==> config.mk <==
export PLATFORM = sky130hd
export DESIGN_NAME = warp_multiskid
export DESIGN_NICKNAME = d
export VERILOG_FILES = /design/src/rtl/warp_multiskid.sv
export SDC_FILE = /design/constraint.sdc
export NUM_CORES = 1
export LEC_CHECK = 0
export ABC_AREA = 1
export CORE_UTILIZATION = 58
export CTS_BUF_LIST = sky130_fd_sc_hd__clkbuf_4
export CTS_CLUSTER_SIZE = 14
export DETAILED_ROUTE_END_ITERATION = 7
export GPL_TIMING_DRIVEN = 0
export PLACE_DENSITY_LB_ADDON = 0.2
export SYNTH_ARGS = -nofsm -noshare
export SYNTH_HDL_FRONTEND = slang
export SYNTH_SLANG_ARGS = --single-unit
==> constraint.sdc <==
create_clock -name i_clk -period 3.59 [get_ports i_clk]
set_input_delay 0.5385 -clock i_clk [delete_from_list [all_inputs] [get_ports i_clk]]
set_output_delay 0.5385 -clock i_clk [all_outputs]
set_load 0.05 [all_outputs]
==> src/rtl/warp_multiskid.sv <==
// warp_multiskid: multi-lane in-order circular buffer (skid buffer).
//   Up to LANES entries are written and up to LANES read per cycle.
//   Capacity and read count are registered from the next occupancy, so
//   neither depends combinationally on i_rtake or i_wcount.
// Ports:
//   i_clk, i_rst_n        clock (rising edge), async active-low reset
//   i_flush              synchronous discard of all contents
//   i_wcount, i_wdata    lanes 0..i_wcount-1 offered for write
//   o_wcapacity          lanes accepted this cycle (registered)
//   o_rcount, o_rdata    valid output lanes 0..o_rcount-1, lane 0 oldest
//   i_rtake              lanes consumed this cycle (clamped to o_rcount)
//   o_occupancy          entries stored (registered)

// Per-lane address / write-enable generation.
module warp_multiskid_lane #(
  parameter int LANE = 0,
  parameter int CW   = 2,
  parameter int AW   = 2
) (
  input  logic [AW-1:0] i_head,
  input  logic [AW-1:0] i_tail,
  input  logic [CW-1:0] i_wacc,
  input  logic          i_flush,
  output logic          o_we,
  output logic [AW-1:0] o_waddr,
  output logic [AW-1:0] o_raddr
);
  assign o_we    = !i_flush && (i_wacc > CW'(LANE));
  assign o_waddr = i_tail + AW'(LANE);  // wraps modulo DEPTH
  assign o_raddr = i_head + AW'(LANE);
endmodule

module warp_multiskid #(
  parameter int WIDTH = 32,
  parameter int LANES = 2,
  parameter int DEPTH = 4,
  localparam int CW = $clog2(LANES+1),
  localparam int OW = $clog2(DEPTH+1),
  localparam int AW = $clog2(DEPTH)
) (
  input  logic                   i_clk,
  input  logic                   i_rst_n,
  input  logic                   i_flush,
  input  logic [CW-1:0]          i_wcount,
  input  logic [LANES*WIDTH-1:0] i_wdata,
  output logic [CW-1:0]          o_wcapacity,
  output logic [CW-1:0]          o_rcount,
  output logic [LANES*WIDTH-1:0] o_rdata,
  input  logic [CW-1:0]          i_rtake,
  output logic [OW-1:0]          o_occupancy
);
  localparam logic [OW-1:0] DEPTH_O = OW'(DEPTH);
  localparam logic [OW-1:0] LANES_O = OW'(LANES);

  logic [WIDTH-1:0] r_mem [DEPTH];
  logic [AW-1:0]    r_head, r_tail;
  logic [OW-1:0]    r_occ;
  logic [CW-1:0]    r_wcap, r_rcnt;

  logic [CW-1:0]    w_wacc, w_racc, w_next_wcap, w_next_rcnt;
  logic [OW-1:0]    w_next_occ, w_room;
  logic [LANES-1:0]         w_we;
  logic [LANES-1:0][AW-1:0] w_waddr, w_raddr;

  // r_wcap/r_rcnt already bound both to LANES, so these mins also clamp
  // out-of-range requests.
  assign w_wacc     = (i_wcount < r_wcap) ? i_wcount : r_wcap;
  assign w_racc     = (i_rtake  < r_rcnt) ? i_rtake  : r_rcnt;
  assign w_next_occ = r_occ + OW'(w_wacc) - OW'(w_racc);
  assign w_room     = DEPTH_O - w_next_occ;
  assign w_next_wcap = (w_room     < LANES_O) ? CW'(w_room)     : CW'(LANES);
  assign w_next_rcnt = (w_next_occ < LANES_O) ? CW'(w_next_occ) : CW'(LANES);

  for (genvar k = 0; k < LANES; k++) begin : g_lane
    warp_multiskid_lane #(.LANE(k), .CW(CW), .AW(AW)) u_lane (
      .i_head  (r_head),
      .i_tail  (r_tail),
      .i_wacc  (w_wacc),
      .i_flush (i_flush),
      .o_we    (w_we[k]),
      .o_waddr (w_waddr[k]),
      .o_raddr (w_raddr[k])
    );
    // Read mux driven only from registered pointer and memory.
    assign o_rdata[k*WIDTH +: WIDTH] = r_mem[w_raddr[k]];
  end

  always_ff @(posedge i_clk or negedge i_rst_n) begin
    if (!i_rst_n) begin
      r_head <= '0;
      r_tail <= '0;
      r_occ  <= '0;
      r_rcnt <= '0;
      r_wcap <= CW'(LANES);
      for (int i = 0; i < DEPTH; i++) r_mem[i] <= '0;
    end else begin
      // w_we is already gated by flush, so flushed writes never land.
      for (int k = 0; k < LANES; k++)
        if (w_we[k]) r_mem[w_waddr[k]] <= i_wdata[k*WIDTH +: WIDTH];
      if (i_flush) begin
        r_head <= '0;
        r_tail <= '0;
        r_occ  <= '0;
        r_rcnt <= '0;
        r_wcap <= CW'(LANES);
      end else begin
        r_head <= r_head + AW'(w_racc);
        r_tail <= r_tail + AW'(w_wacc);
        r_occ  <= w_next_occ;
        r_rcnt <= w_next_rcnt;
        r_wcap <= w_next_wcap;
      end
    end
  end

  assign o_wcapacity = r_wcap;
  assign o_rcount    = r_rcnt;
  assign o_occupancy = r_occ;
endmodule
After elaboration in Yosys (flattened, before gate mapping)
Index checks and enable logic that the tools add are counted.
- bits of input ports: 71
- register bits: 139
- word-level logic and storage cells: 60
- $add $sub $neg: 7
- reductions and logical operators: 5
- $lt $le $gt $ge: 12
- bitwise operators: 4
- mux-type cells: 23
- operator list (cell ; number):
    bitwise mux 128 bit ; 2
    2-to-1 mux 128 bit ; 2
    2-to-1 mux 32 bit ; 6
    binary-select mux 32 bit (select 2 bit) ; 2
    demux 32 bit (select 2 bit) ; 2
    2-to-1 mux 2 bit ; 8
    >= comparator 3 bit, second input constant ; 4
    NOT 2 -> 3 bit ; 4
    < comparator 3 x 1 -> 1 bit, second input constant ; 2
    < comparator 3 x 2 -> 1 bit, second input constant ; 2
    adder 2 x 1 -> 2 bit, second input constant ; 2
    adder 2 bit ; 2
    greater-than comparator 2 x 1 -> 1 bit, second input constant ; 2
    logical AND 1 bit ; 4
    < comparator 2 bit ; 2
    adder 3 x 2 -> 3 bit ; 1
    2-to-1 mux 3 bit ; 1
    subtractor 3 x 2 -> 3 bit ; 1
    subtractor 3 bit, first input constant ; 1
    logical NOT 1 bit ; 1

Logic depth before layout (Yosys ltp)
- depth after elaboration: 9
- mapped depth: 15
- gate-level depth less buffers: 15

Cells and area by module
A second synthesis with hierarchy kept.
- cells, all modules: 1197
- area, all modules: 8633.3 sq um
- by module, submodules not included (module ; sequential area each (sq um) ; area each (sq um) ; times used ; cells each):
    warp_multiskid ; 3479.6 ; 8545.7 ; 1 ; 1179
    warp_multiskid_lane (g_lane[1].u_lane) ; 0.0 ; 50.0 ; 1 ; 12
    warp_multiskid_lane (g_lane[0].u_lane) ; 0.0 ; 37.5 ; 1 ; 6

Worst setup path before layout
OpenSTA, ideal clock, no wires.
- path kind: flip-flop to flip-flop
- start: register r_wcap[1] (netlist: o_wcapacity[1])
- end: register r_wcap[0] (netlist: o_wcapacity[0])
- setup time: 72 ps
- period minus slack after synthesis: 2882 ps
- path slack: 708 ps
- arrival time: 2811 ps
- required time: 3518 ps
- cell stages (with the launch flop): 14
- path buffers: 0
- cells stage by stage: dfstp_2 > inv_1 > ha_1 > o21ai_0 > nand2_1 > ha_1 > inv_1 > ha_1 > fa_1 > inv_1 > ha_1 > nor2_1 > nand3_1 > nor2_1
- cells in the longest elaborated chain, start to end: 8
- ends and longest elaborated chain (element ; line ; source):
    from (decl) ; 58 ; logic [CW-1:0] r_wcap, r_rcnt;
    from (signal assigned) ; 94 ; r_wcap <= CW'(LANES);
    from (signal assigned) ; 105 ; r_wcap <= CW'(LANES);
    from (signal assigned) ; 111 ; r_wcap <= w_next_wcap;
    < comparator 2 bit ; 67 ; assign w_wacc = (i_wcount < r_wcap) ? i_wcount : r_wcap;
    2-to-1 mux 2 bit * ; 67 ;
    adder 3 x 2 -> 3 bit * ; 69 ; assign w_next_occ = r_occ + OW'(w_wacc) - OW'(w_racc);
    subtractor 3 x 2 -> 3 bit * ; 69 ;
    subtractor 3 bit * ; 70 ; assign w_room = DEPTH_O - w_next_occ;
    < comparator 3 x 2 -> 1 bit ; 71 ; assign w_next_wcap = (w_room < LANES_O) ? CW'(w_room) : CW'(LANES);
    2-to-1 mux 2 bit * ; 71 ;
    2-to-1 mux 2 bit * ; 100 ; if (i_flush) begin
Every way passes the cells marked *; elsewhere a longest branch is shown, timed or not.

Final worst setup path
- start: register r_head[0]
- end: output o_rdata[0]
- cells in the longest elaborated chain, start to end: 4
- ends and longest elaborated chain (element ; line ; source):
    from (decl) ; 56 ; logic [AW-1:0] r_head, r_tail;
    from (signal assigned) ; 107 ; r_head <= r_head + AW'(w_racc);
    NOT 2 -> 3 bit (implied by the code) ; 85 ; assign o_rdata[k*WIDTH +: WIDTH] = r_mem[w_raddr[k]];
    binary-select mux 32 bit (select 2 bit) ; 85 ;
    2-to-1 mux 32 bit (implied by the code) (2 in a row) ; 85 ;
    to (decl) ; 48 ; output logic [LANES*WIDTH-1:0] o_rdata,
Every way passes these cells. The select of a mux whose other input is x is not followed.

==> key figures <==
Setup path
  – Register-to-Register Path Depth: 13
  – Startpoint type of the worst setup path: flop
  – Crit path max-delay cell type: clkdlybuf4s50_1
  – Critical path class: reg -> out
  – Worst Path Arrival: 3.15 ns
  – Buffers plus inverters on the worst setup path: 3
  – Critical path cell sequence: inv_1, clkbuf_1, nor2_1, o22ai_1, clkdlybuf4s50_1
  – Crit path max-delay family: buffers and inverters
  – Crit. End Element: primary output
  – Crit path largest cell delay: 0.87 ns
  – Critical path fanouts, max: 10
  – Crit. path cell count: 5
  – CP Data Required Time: 3.05 ns

Timing
  – Max Clk Rate: 271 MHz
  – Final Hold Vio Count: 0
  – Minimum clock period: 3.69 ns
  – Fin crit share: 1.03
  – Unrepaired setup endpoints after global routing: yes
  – Final setup fails: 2
  – Worst Max-Slew Pin Slew: 0.790 ns
  – Setup ws final: -0.0994 ns
  – Post-Route Skew: 0.0131 ns
  – Slew margin rel.: 0.473
  – Final Max Slew Viols: 0

Floorplan
  – Core Footprint: 18100 µm²
  – Row Count: 49
  – I/O pins: 142
  – Full die area: 19200 µm²
  – Die width: 138 µm
  – Die Height: 138 µm
  – Initial Utilization: 0.597

Run status
  – Failing checks: DRC, setup timing
  – Outcome: finished with violations

Routing
  – DRT Pass-1 Iters: 8
  – Remaining antenna violation count: 0
  – Initial DRC count: 1944
  – Vias: 13400
  – DR vias/cell: 6.03
  – DRC Markers: 18
  – Routed WL: 42000 µm
  – Drt wl/cell: 18.9 µm

Clock network
  – Clock latency on the worst-skew pair: 0.60 ns
  – Sink Count: 139
  – Clk slew on worst S/H paths: 0.15 ns
  – CTS buffer count: 17
  – CTS max path bufs: 2
  – TritonCTS clock tree: built
  – Setup Buffers After CTS: 0
  – CTS Root Cell: clkbuf_4
  – H-tree depth: 4

Global route
  – First-pass GRT wire length: 66300 µm
  – Tot GR Track Use: 0.445
  – GRT overflow: 0
  – Largest net degree at the start of global routing: 76
  – Initial antenna violation count: 1
  – Vias in the first global route: 12500

Place
  – Setup WS pre-CTS: 0.236 ns
  – Port bufs: 141
  – Post-DP HPWL: 28300 µm
  – RePlAce Congestion: 0.967

Logic synthesis
  – Synth Register Bits: 139
  – Sequential area share after synthesis: 0.322
  – Mapped Area: 10800 µm²
  – Yosys cell types: 24
  – Synth Instances: 1822
  – YS warnings: 0
  – Syn_nets: 1905
  – Mean Syn Cell Area: 5.93 µm²

Pwr
  – Pwr per Cell Area: 1090 nW/µm²
  – Worst VDD drop: 0.977 mV
  – Final Power: 14000 µW
  – Pleak: 0.00718 µW

Run
  – Max Cap Viol: 0

Cells and area
  – Most common cell after layout, fill and taps aside: nand2_1
  – Layout cells sized above 1: 0.0541
  – Final nets: 2067
  – Area Growth Syn to Fin: 18.6%
  – Commonest cells after routing, fill and taps aside: 526 x nand2_1, 290 x nand3_1, 246 x inv_1

Min path
  – Hold Crit Class: in -> async
==> per-stage QoR <==
stage / TNS [ns] / area, µm² / hold WS, ns / utilization / instances
after global placement: -551.56 / 12500 / 0.587 / 0.691 / 2192
after floorplan: 0 / 10800 / 0.243 / - / 1822
final: -0.106 / 12800 / 0.469 / 0.708 / 2227
after detailed placement: 0 / 12500 / 0.585 / 0.693 / 2193
after global routing: -0.548 / 12800 / 0.525 / 0.708 / 2227
after CTS: 0 / 12800 / 0.524 / 0.706 / 2226
==> area by class of cell <==
type                            instances  area, µm²
Antenna cell                            1       2.50
Buffer                                135        602
Clock buffer                           17        128
Clock inverter                         15        141
Fill cell                            1741       5270
Inverter                              248        931
Multi-Input combinational cell       1300       5810
Sequential cell                       139       3480
Tap cell                              229        287
Timing Repair Buffer                  143       1430
==> kinds of logic after synthesis <==
group | Yosys count | share of synthesized area
flip-flops | 139 | 0.322
adder cells (fa/ha/maj) | 12 | 0.0153
AO/OA/AOI/OAI | 292 | 0.139
buffers and inverters | 383 | 0.140
XOR/XNOR | 5 | 0.00405
AND/OR/NAND/NOR | 991 | 0.379
==> final timing paths <==
path,to,from,slack (ns)
worst min-delay path,r_mem[104],i_rst_n,0.47
max in group asynchronous,r_mem[124],i_rst_n,2.25
worst max register to register,o_wcapacity[0],o_wcapacity[1],0.61
min in group i_clk,r_mem[126],i_wdata[62],0.61
worst max-delay path,o_rdata[0],r_head[0],-0.1
worst min register to register,r_mem[57],r_mem[57],0.64
==> power by group <==
group	switching (µW)	leakage [µW]	internal (µW)
clock	712	0.000141	352
sequential	834	0.00174	2290
combinational	6950	0.00531	2830
==> state kept, by name (all words and copies together), names as in the netlist <==
signal       count
o_wcapacity      2
o_rcount         2
r_head           2
r_mem          128
o_occupancy      3
r_tail           2
==> cell usage after synthesis, drive strengths merged <==
master  instances  area [µm²]
o22a            1        8.76
nor2          173         657
fa              2        40.0
buf            80         374
dfrtp         138        3450
ha             10         125
or2             1        6.26
inv           247         927
dfstp           1        26.3
a21oi          33         165
a31oi           1        6.26
o22ai          32         200
clkbuf         55         206
xor2            2        17.5
xnor2           3        26.3
nand3         290        1450
clkinv          1        3.75
nand2         526        1970
o21ai         225        1130
nor4            1        6.26
==> what timing repair did <==
item / CTS / global route
endpoints found under the hold margin: 63 / 0
gates resized for setup: 61 / 20
setup endpoints to repair: 56 / 31
hold buffers: 1 / 0
==> metal layers <==
metal,vias to the layer above,global-route usage,share of wire
li1,6071,-,-
met2,1087,0.674,0.44
met3,198,0.119,0.14
met4,0,0.272,0.053
met5,-,0,0
met1,6063,0.570,0.37
Power figures use the tool's default switching activity.
